`src/rtl/z_result_collector_pkg.sv`:
```
// Shared types and constants for the z_* result collector and the multiplier datapath.
package z_result_collector_pkg;

  localparam int unsigned WORD_W = 32;
  localparam int unsigned CNT_W  = 16;

  typedef enum logic {
    S_COLLECT = 1'b0,
    S_DRAIN   = 1'b1
  } state_t;

  // Index width for an n-entry dimension; never below 1 bit.
  function automatic int unsigned idx_width(input int unsigned n);
    return (n > 1) ? $clog2(n) : 1;
  endfunction

endpackage

```
`src/rtl/z_cell_matrix.sv`:
```
// m x m result register array: one synchronous write port, synchronous clear,
// combinational accumulate and drain read ports.
module z_cell_matrix
  import z_result_collector_pkg::*;
#(
  parameter int unsigned m     = 4,
  parameter int unsigned m_len = idx_width(m)
) (
  input  logic              clk,
  input  logic              rst,
  input  logic              clear,
  input  logic              we,
  input  logic [m_len-1:0]  wr_i,
  input  logic [m_len-1:0]  wr_j,
  input  logic [WORD_W-1:0] wr_data,
  input  logic [m_len-1:0]  acc_i,
  input  logic [m_len-1:0]  acc_j,
  output logic [WORD_W-1:0] acc_data,
  input  logic [m_len-1:0]  drn_i,
  input  logic [m_len-1:0]  drn_j,
  output logic [WORD_W-1:0] drn_data
);

  localparam int unsigned LIM_W = m_len + 1;
  localparam logic [LIM_W-1:0] M_LIM = LIM_W'(m);

  logic [WORD_W-1:0] cells [m][m];
  logic              acc_ok;
  logic              drn_ok;

  // Clear first so a coincident write still lands in its cell.
  always_ff @(posedge clk or posedge rst) begin
    if (rst) begin
      for (int i = 0; i < m; i++) begin
        for (int j = 0; j < m; j++) begin
          cells[i][j] <= '0;
        end
      end
    end else begin
      if (clear) begin
        for (int i = 0; i < m; i++) begin
          for (int j = 0; j < m; j++) begin
            cells[i][j] <= '0;
          end
        end
      end
      if (we) begin
        cells[wr_i][wr_j] <= wr_data;
      end
    end
  end

  // Out-of-range addresses (non power-of-two m) read as zero.
  assign acc_ok   = ({1'b0, acc_i} < M_LIM) && ({1'b0, acc_j} < M_LIM);
  assign drn_ok   = ({1'b0, drn_i} < M_LIM) && ({1'b0, drn_j} < M_LIM);
  assign acc_data = acc_ok ? cells[acc_i][acc_j] : '0;
  assign drn_data = drn_ok ? cells[drn_i][drn_j] : '0;

endmodule

```
`src/rtl/z_result_collector.sv`:
```
// Collects z_* result words into an m x m matrix, serves accumulate reads,
// and drains the matrix row-major over a valid/ready stream.
module z_result_collector
  import z_result_collector_pkg::*;
#(
  parameter int unsigned m     = 4,
  parameter int unsigned m_len = idx_width(m)
) (
  input  logic              clk,
  input  logic              rst,
  input  logic              clear,
  input  logic [WORD_W-1:0] z_out,
  input  logic [m_len-1:0]  z_i,
  input  logic [m_len-1:0]  z_j,
  input  logic              z_stb,
  output logic              z_ack,
  output logic [WORD_W-1:0] current_element,
  input  logic              rd_start,
  output logic [WORD_W-1:0] out_data,
  output logic [m_len-1:0]  out_i,
  output logic [m_len-1:0]  out_j,
  output logic              out_valid,
  input  logic              out_ready,
  output logic              out_last,
  output logic              busy,
  output logic [CNT_W-1:0]  wr_count
);

  localparam int unsigned LIM_W = m_len + 1;
  localparam logic [LIM_W-1:0] M_LIM    = LIM_W'(m);
  localparam logic [m_len-1:0] LAST_IDX = m_len'(m - 1);

  state_t            state;
  logic              wr_fire;
  logic              in_range;
  logic              we;
  logic              clear_eff;
  logic [m_len-1:0]  nxt_i;
  logic [m_len-1:0]  nxt_j;
  logic [WORD_W-1:0] drn_data;

  // One write per handshake: the registered ack masks the still-high strobe.
  assign wr_fire   = z_stb && !z_ack;
  assign in_range  = ({1'b0, z_i} < M_LIM) && ({1'b0, z_j} < M_LIM);
  assign we        = (state == S_COLLECT) && wr_fire && in_range;
  assign clear_eff = (state == S_COLLECT) && clear;

  // Address of the beat to present after the next register update.
  always_comb begin
    nxt_i = out_i;
    nxt_j = out_j;
    if (state == S_COLLECT) begin
      nxt_i = '0;
      nxt_j = '0;
    end else if (out_j == LAST_IDX) begin
      nxt_i = out_i + m_len'(1);
      nxt_j = '0;
    end else begin
      nxt_j = out_j + m_len'(1);
    end
  end

  z_cell_matrix #(
    .m     (m),
    .m_len (m_len)
  ) u_cells (
    .clk      (clk),
    .rst      (rst),
    .clear    (clear_eff),
    .we       (we),
    .wr_i     (z_i),
    .wr_j     (z_j),
    .wr_data  (z_out),
    .acc_i    (z_i),
    .acc_j    (z_j),
    .acc_data (current_element),
    .drn_i    (nxt_i),
    .drn_j    (nxt_j),
    .drn_data (drn_data)
  );

  // Collect/drain FSM with ack, write counter and drain pointer.
  always_ff @(posedge clk or posedge rst) begin
    if (rst) begin
      state     <= S_COLLECT;
      z_ack     <= 1'b0;
      out_data  <= '0;
      out_i     <= '0;
      out_j     <= '0;
      out_valid <= 1'b0;
      out_last  <= 1'b0;
      busy      <= 1'b0;
      wr_count  <= '0;
    end else begin
      case (state)
        S_COLLECT: begin
          z_ack <= wr_fire;
          if (clear) begin
            wr_count <= (wr_fire && in_range) ? CNT_W'(1) : '0;
          end else if (wr_fire && in_range && (wr_count != '1)) begin
            wr_count <= wr_count + CNT_W'(1);
          end
          if (rd_start && !wr_fire) begin
            state     <= S_DRAIN;
            busy      <= 1'b1;
            out_valid <= 1'b1;
            out_i     <= '0;
            out_j     <= '0;
            out_data  <= drn_data;
            out_last  <= 1'(m == 1);
          end
        end
        S_DRAIN: begin
          z_ack <= 1'b0;
          if (out_valid && out_ready) begin
            if (out_last) begin
              state     <= S_COLLECT;
              busy      <= 1'b0;
              out_valid <= 1'b0;
              out_last  <= 1'b0;
            end else begin
              out_i    <= nxt_i;
              out_j    <= nxt_j;
              out_data <= drn_data;
              out_last <= (nxt_i == LAST_IDX) && (nxt_j == LAST_IDX);
            end
          end
        end
        default: state <= S_COLLECT;
      endcase
    end
  end

endmodule

```
`config.mk`:
```
export PLATFORM = sky130hd
export DESIGN_NAME = z_result_collector
export DESIGN_NICKNAME = d
export VERILOG_FILES = /design/src/rtl/z_result_collector_pkg.sv /design/src/rtl/z_cell_matrix.sv /design/src/rtl/z_result_collector.sv
export SDC_FILE = /design/constraint.sdc
export NUM_CORES = 2
export LEC_CHECK = 0
export ABC_AREA = 1
export CORE_MARGIN = 3
export CORE_UTILIZATION = 25
export CTS_BUF_LIST = sky130_fd_sc_hd__clkbuf_4 sky130_fd_sc_hd__clkbuf_8
export DETAILED_ROUTE_END_ITERATION = 12
export HOLD_SLACK_MARGIN = 0.12
export PLACE_DENSITY = 0.39
export SETUP_SLACK_MARGIN = 0.05
export SLEW_MARGIN = 20
export SYNTH_ARGS = -nofsm -noshare
export SYNTH_HDL_FRONTEND = slang
export SYNTH_SLANG_ARGS = --single-unit
```
`constraint.sdc`:
```
create_clock -name clk -period 52.3 [get_ports clk]
set_clock_uncertainty 0.2 [all_clocks]
set_input_delay 15.69 -clock clk [delete_from_list [all_inputs] [get_ports clk]]
set_output_delay 15.69 -clock clk [all_outputs]
set_load 0.1 [all_outputs]
```
---- Word level (Yosys, flattened, before mapping) ----
Cells that the tools add are included.
word-level totals
  memory bits (read-only) ................. 0
  word-level logic and storage cells ...... 112
  bits in latches ......................... 0
  register bits ........................... 568
  input port bits ......................... 42
  bits in writable memories ............... 0
  memories ................................ 0
  output and inout port bits .............. 88
operators by class
  $add $sub $neg .......................... 3
  order comparisons ....................... 6
  muxes and demuxes ....................... 50
  div/mod/pow operators ................... 0
  bitwise gates (word level) .............. 5
  multipliers ............................. 0
  equality and inequality tests ........... 8
  shifts and indexed selects .............. 0
  reduce and logical (&&, ||, !) cells .... 16
operators by type and width
  kind                   number
  $mux 512               2
  $mux 128               5
  $bmux 128 s2           2
  $bwmux 512             1
  $demux 128 s2          1
  $mux 32                8
  $bmux 32 s2            2
  $demux 32 s2           1
  $pmux 32 s2            1
  $mux 16                2
  $mux 2                 9
  $add 16x1->16 const B  1
  $ne 16x16->1 const B   1
  $ge 3x3->1 const B     4
  $not 2->3              4
  $mux 1                 10
  $logic_and 1x1->1      9
  $pmux 1 s2             4
  $pmux 2 s2             2
  $eq 2x2->1 const B     3
  $lt 3x1->1 const B     2
  $reduce_and 3->1       2
  $add 2x1->2 const B    2
  $ne 2x1->1 const B     2
  other kinds (5)        8

---- Depth between registers and ports, before layout ----
  depth in word-level cells ............... 13
  depth in mapped cells ................... 12
  mapped depth without buffers ............ 10

---- Modules after synthesis ----
A second synthesis with hierarchy kept.
unflattened totals
  cells, all modules ...................... 4,778
  area total of the unflattened synthesis .. 33,186.8 sq um
modules (own cells, without submodules)
  module              sequential area each (sq um)  area each (sq um)  times used  cells each
  z_cell_matrix       12,812.3                      30,528.0           1           4,499
  z_result_collector  1,401.3                       2,658.8            1           279

---- Worst setup path before layout ----
Ideal clock, no wire load.
  path kind ............................... input to output
  start ................................... input z_i[1]
  end ..................................... output current_element[14]
  required time ........................... 36.410 ns
  setup slack ............................. 18.849 ns
  arrival time ............................ 17.561 ns
  cell stages on the path ................. 8
  buffers on the path ..................... 3
  cells stage by stage .................... buf_4 nor2_4 inv_2 buf_2 clkbuf_1 o21ai_0 o21ai_1 nand4_1
on the way
  cells in the longest elaborated chain, start to end .. 7
ends and longest elaborated chain
  element                                       line                      text
  start, declared                               z_result_collector.sv:13  input logic [m_len-1:0] z_i,
  $not 2->3 (not written as such)               z_cell_matrix.sv:56       assign acc_data = acc_ok ? cells[acc_i][acc_j] : '0;
  $bmux 128 s2                                  z_cell_matrix.sv:56
  $mux 128 (not written as such) (2 in series)  z_cell_matrix.sv:56
  $bmux 32 s2                                   z_cell_matrix.sv:56
  $mux 32 (not written as such) (2 in series)   z_cell_matrix.sv:56
  end, declared                                 z_result_collector.sv:17  output logic [WORD_W-1:0] current_element,
No other way between the ends. The select of a mux whose other input is x is not followed.

---- Final worst setup path ----
  start ................................... input z_i[1]
  end ..................................... output current_element[19]
Same word-level chain as after synthesis.

==> impl_metrics.yaml <==
run_status:
  status: "finished clean"
logic_synthesis:
  synth_cell_types: 34
  synth_cells: 4271
  seq_area_frac_synth: 0.444
  synth_area_per_cell_um2: 7.49
  synth_xor_area_frac: 0.00356
  syn_area_um2: 32000
  ys_warn_count: 0
  yosysTopAreaCellShare: 0.444
  synth_area_leaders: "dfrtp_1 44%, nand3_1 16%, o21ai_0 9.7%"
  synth_adder_area_share: 0.000783
  synth_area_leader_cell: "dfrtp_1"
  synth_compound_area_frac: 0.150
  yosys.area_share.simple: 0.290
  ys_ff_latch: 568
  muxShareOfSynthArea: 0
  synth_nets: 4315
  synth_top_family_by_area: "simple AND/OR/NAND/NOR gates"
pwr:
  total_power_mw: 1.90
  clkPwrFrac: 0.250
  p_leak_nw: 15.2
  swShare: 0.487
  power.internal_mw: 0.972
  share_comb_of_total_power: 0.461
  seqPwrFrac: 0.289
  p_switching_mw: 0.923
  vdd_ir_drop_max_mv: 0.0571
  p_per_area_nw_per_um2: 52.2
min_path:
  hp-start: "u_cells.cells[249]"
  hold_path_class: "register to register"
  hold-path-cell-count: 2
  min_to: "u_cells.cells[249]"
global_routing:
  antenna_found_initial: 4
  first_global_vias: 30800
  grt_max_degree: 177
  grt_usage: 0.215
  grt_overflow: 0
  grt_pass1_wl_mm: 215
clock_network:
  tritoncts: "done"
  cts_root_buffer: "clkbuf_8"
  hold_buffers: 0
  clock_path_buffers: 3
  cts_sinks: 568
  post_cts_buffers: 0
  clkTransAtPathRegs_ns: 0.05
  cts_buffers: 113
  cts-resized-gates: 0
  h-tree-depth: 3
  clock_latency_ns: 0.79
detailed_routing:
  wl_mm: 145
  routedWlPerCell_um: 24.7
  ant_nets: 0
  firstDrtPassIters: 5
  drt-initial-drc-count: 3074
  routed_via_density: 5.42
  drcViolationCount: 0
  vias: 31700
worst_setup_path:
  timing.rr.start: "out_j[0]"
  crit_arrival_ns: 20.23
  worstSetupStartpointType: "input pin"
  cp-end-kind: "output port"
  path_max_fanout: 61
  r2r_end: "out_data[2]"
  cp.required_ns: 36.41
  rrSetupSlack_ns: 47.44
  worstSetupPathType: "input pin to output port"
  worst_r2r_path_depth: 11
final_layout:
  regArea_um2: 14200
  multi_input_area_um2: 14400
  fin_nets: 4177
  final_cell_mix: "1010 x nand3_1, 620 x o21ai_0, 567 x dfrtp_1"
  finish.instance_area_um2: 36300
  num-fill-cells: 13700
  drive_above_1_share: 0.0699
  final_common_cell: "nand3_1"
  syn_to_final_growth_pct: 13.5
timing:
  fin_crit_sh: 0.691
  fin_ws_ns: 16.18
  slew_headroom: 0.173
  drv_slew: 0
  setup_viol: 0
  setup_tns_ns: 0
  worst_slew_pin_slew_ns: 1.24
  min_period_ns: 36.12
  fmax_mhz: 27.7
  hold_viol_final: 0
  rsz0062_at_grt: "false"
place:
  placed_area_um2: 34000
  place_congestion: 0.762
  dpl.hpwl_mm: 73.3
  port_buffers: 129
  dp_slack_ns: 16.26
die:
  start_util: 0.253
  core-area_um2: 126000
  fp.dieW_um: 364
  die_area_um2: 132000
  core.rowCount: 130
  pin_count: 130
  die_y_um: 364
flow_run:
  cap_violations: 0
-- per-layer routing --
metal / track usage / wire length, µm / share of wire / vias to the layer above
li1: - / - / - / 14500
met3: 0.0318 / 9140 / 0.063 / 203
met4: 0.0595 / 3510 / 0.024 / 2
met1: 0.315 / 68800 / 0.48 / 15800
met2: 0.326 / 63100 / 0.44 / 1213
met5: 0 / 13 / 0.000090 / -
-- registers in the layout, indices dropped and copies added, names as in the netlist --
name           cells
u_cells.cells    512
out_data          32
wr_count          16
out_i              2
out_j              2
busy               1
out_last           1
state              1
z_ack              1
-- worst max path at each step --
stage / slack (ns) / startpoint / end
finish: 16.18 / z_i[1] / current_element[19]
global placement: 16.29 / z_i[1] / current_element[19]
global route: 16.07 / z_i[1] / current_element[19]
floorplan: 18.85 / z_i[1] / current_element[14]
CTS: 16.24 / z_i[1] / current_element[19]
detailed placement: 16.26 / z_i[1] / current_element[19]
-- logic make-up (layout without fill, tap and decap cells) --
kind of cell | Yosys count | in the layout
AO/OA/AOI/OAI | 915 | 915
XOR/XNOR | 13 | 13
adder cells (fa/ha/maj) | 2 | 2
buffers and inverters | 872 | 806
flip-flops | 568 | 568
other | 0 | 3
AND/OR/NAND/NOR | 1901 | 1901
-- worst max-delay path, stage by stage --
cell and delay (ns):
buf_4 0.35, buf_4 0.63, nand2_4 0.73, buf_4 0.61, o22ai_1 0.24, o21ai_0 0.11, nand4_1 0.53, clkdlybuf4s50_1 1.25
-- power groups by stage --
stage / registers (mW) / clock network (mW) / logic [mW]
floorplan: 0.653 / 0 / 0.481
finish: 0.548 / 0.473 / 0.874
CTS: 0.548 / 0.489 / 0.866
detailed placement: 0.555 / 0 / 0.863
global placement: 0.555 / 0 / 0.865
global route: 0.555 / 0.508 / 0.940
-- Yosys cell counts, drive strengths merged --
master  count
nand3    1014
o21ai     720
dfrtp     568
nand2     488
inv       444
nand4     289
clkbuf    219
buf       209
nor2      103
o22ai      97
a21oi      66
a22oi      32
xor2       11
nor3        5
ha          2
xnor2       2
and2        1
and3        1
-- per-stage QoR --
step           hold slack, ns  utilization  std cells
2_1_floorplan           0.278            -       4271
3_3_place_gp            0.292        0.269       5668
3_5_place_dp            0.299        0.269       5668
4_1_cts                 0.311        0.287       5855
5_1_grt                 0.327        0.287       5856
6_report                0.305        0.287       5858
-- final cells by class --
class,count,area share
Timing Repair Buffer,175,0.0460
Tap cell,1650,0.0569
Sequential cell,568,0.392
Antenna cell,3,0.000207
Inverter,444,0.0464
Multi-Input combinational cell,2831,0.397
Clock buffer,178,0.0609
Clock inverter,9,0.00141
Note: power is estimated with default switching activity, not from simulation.
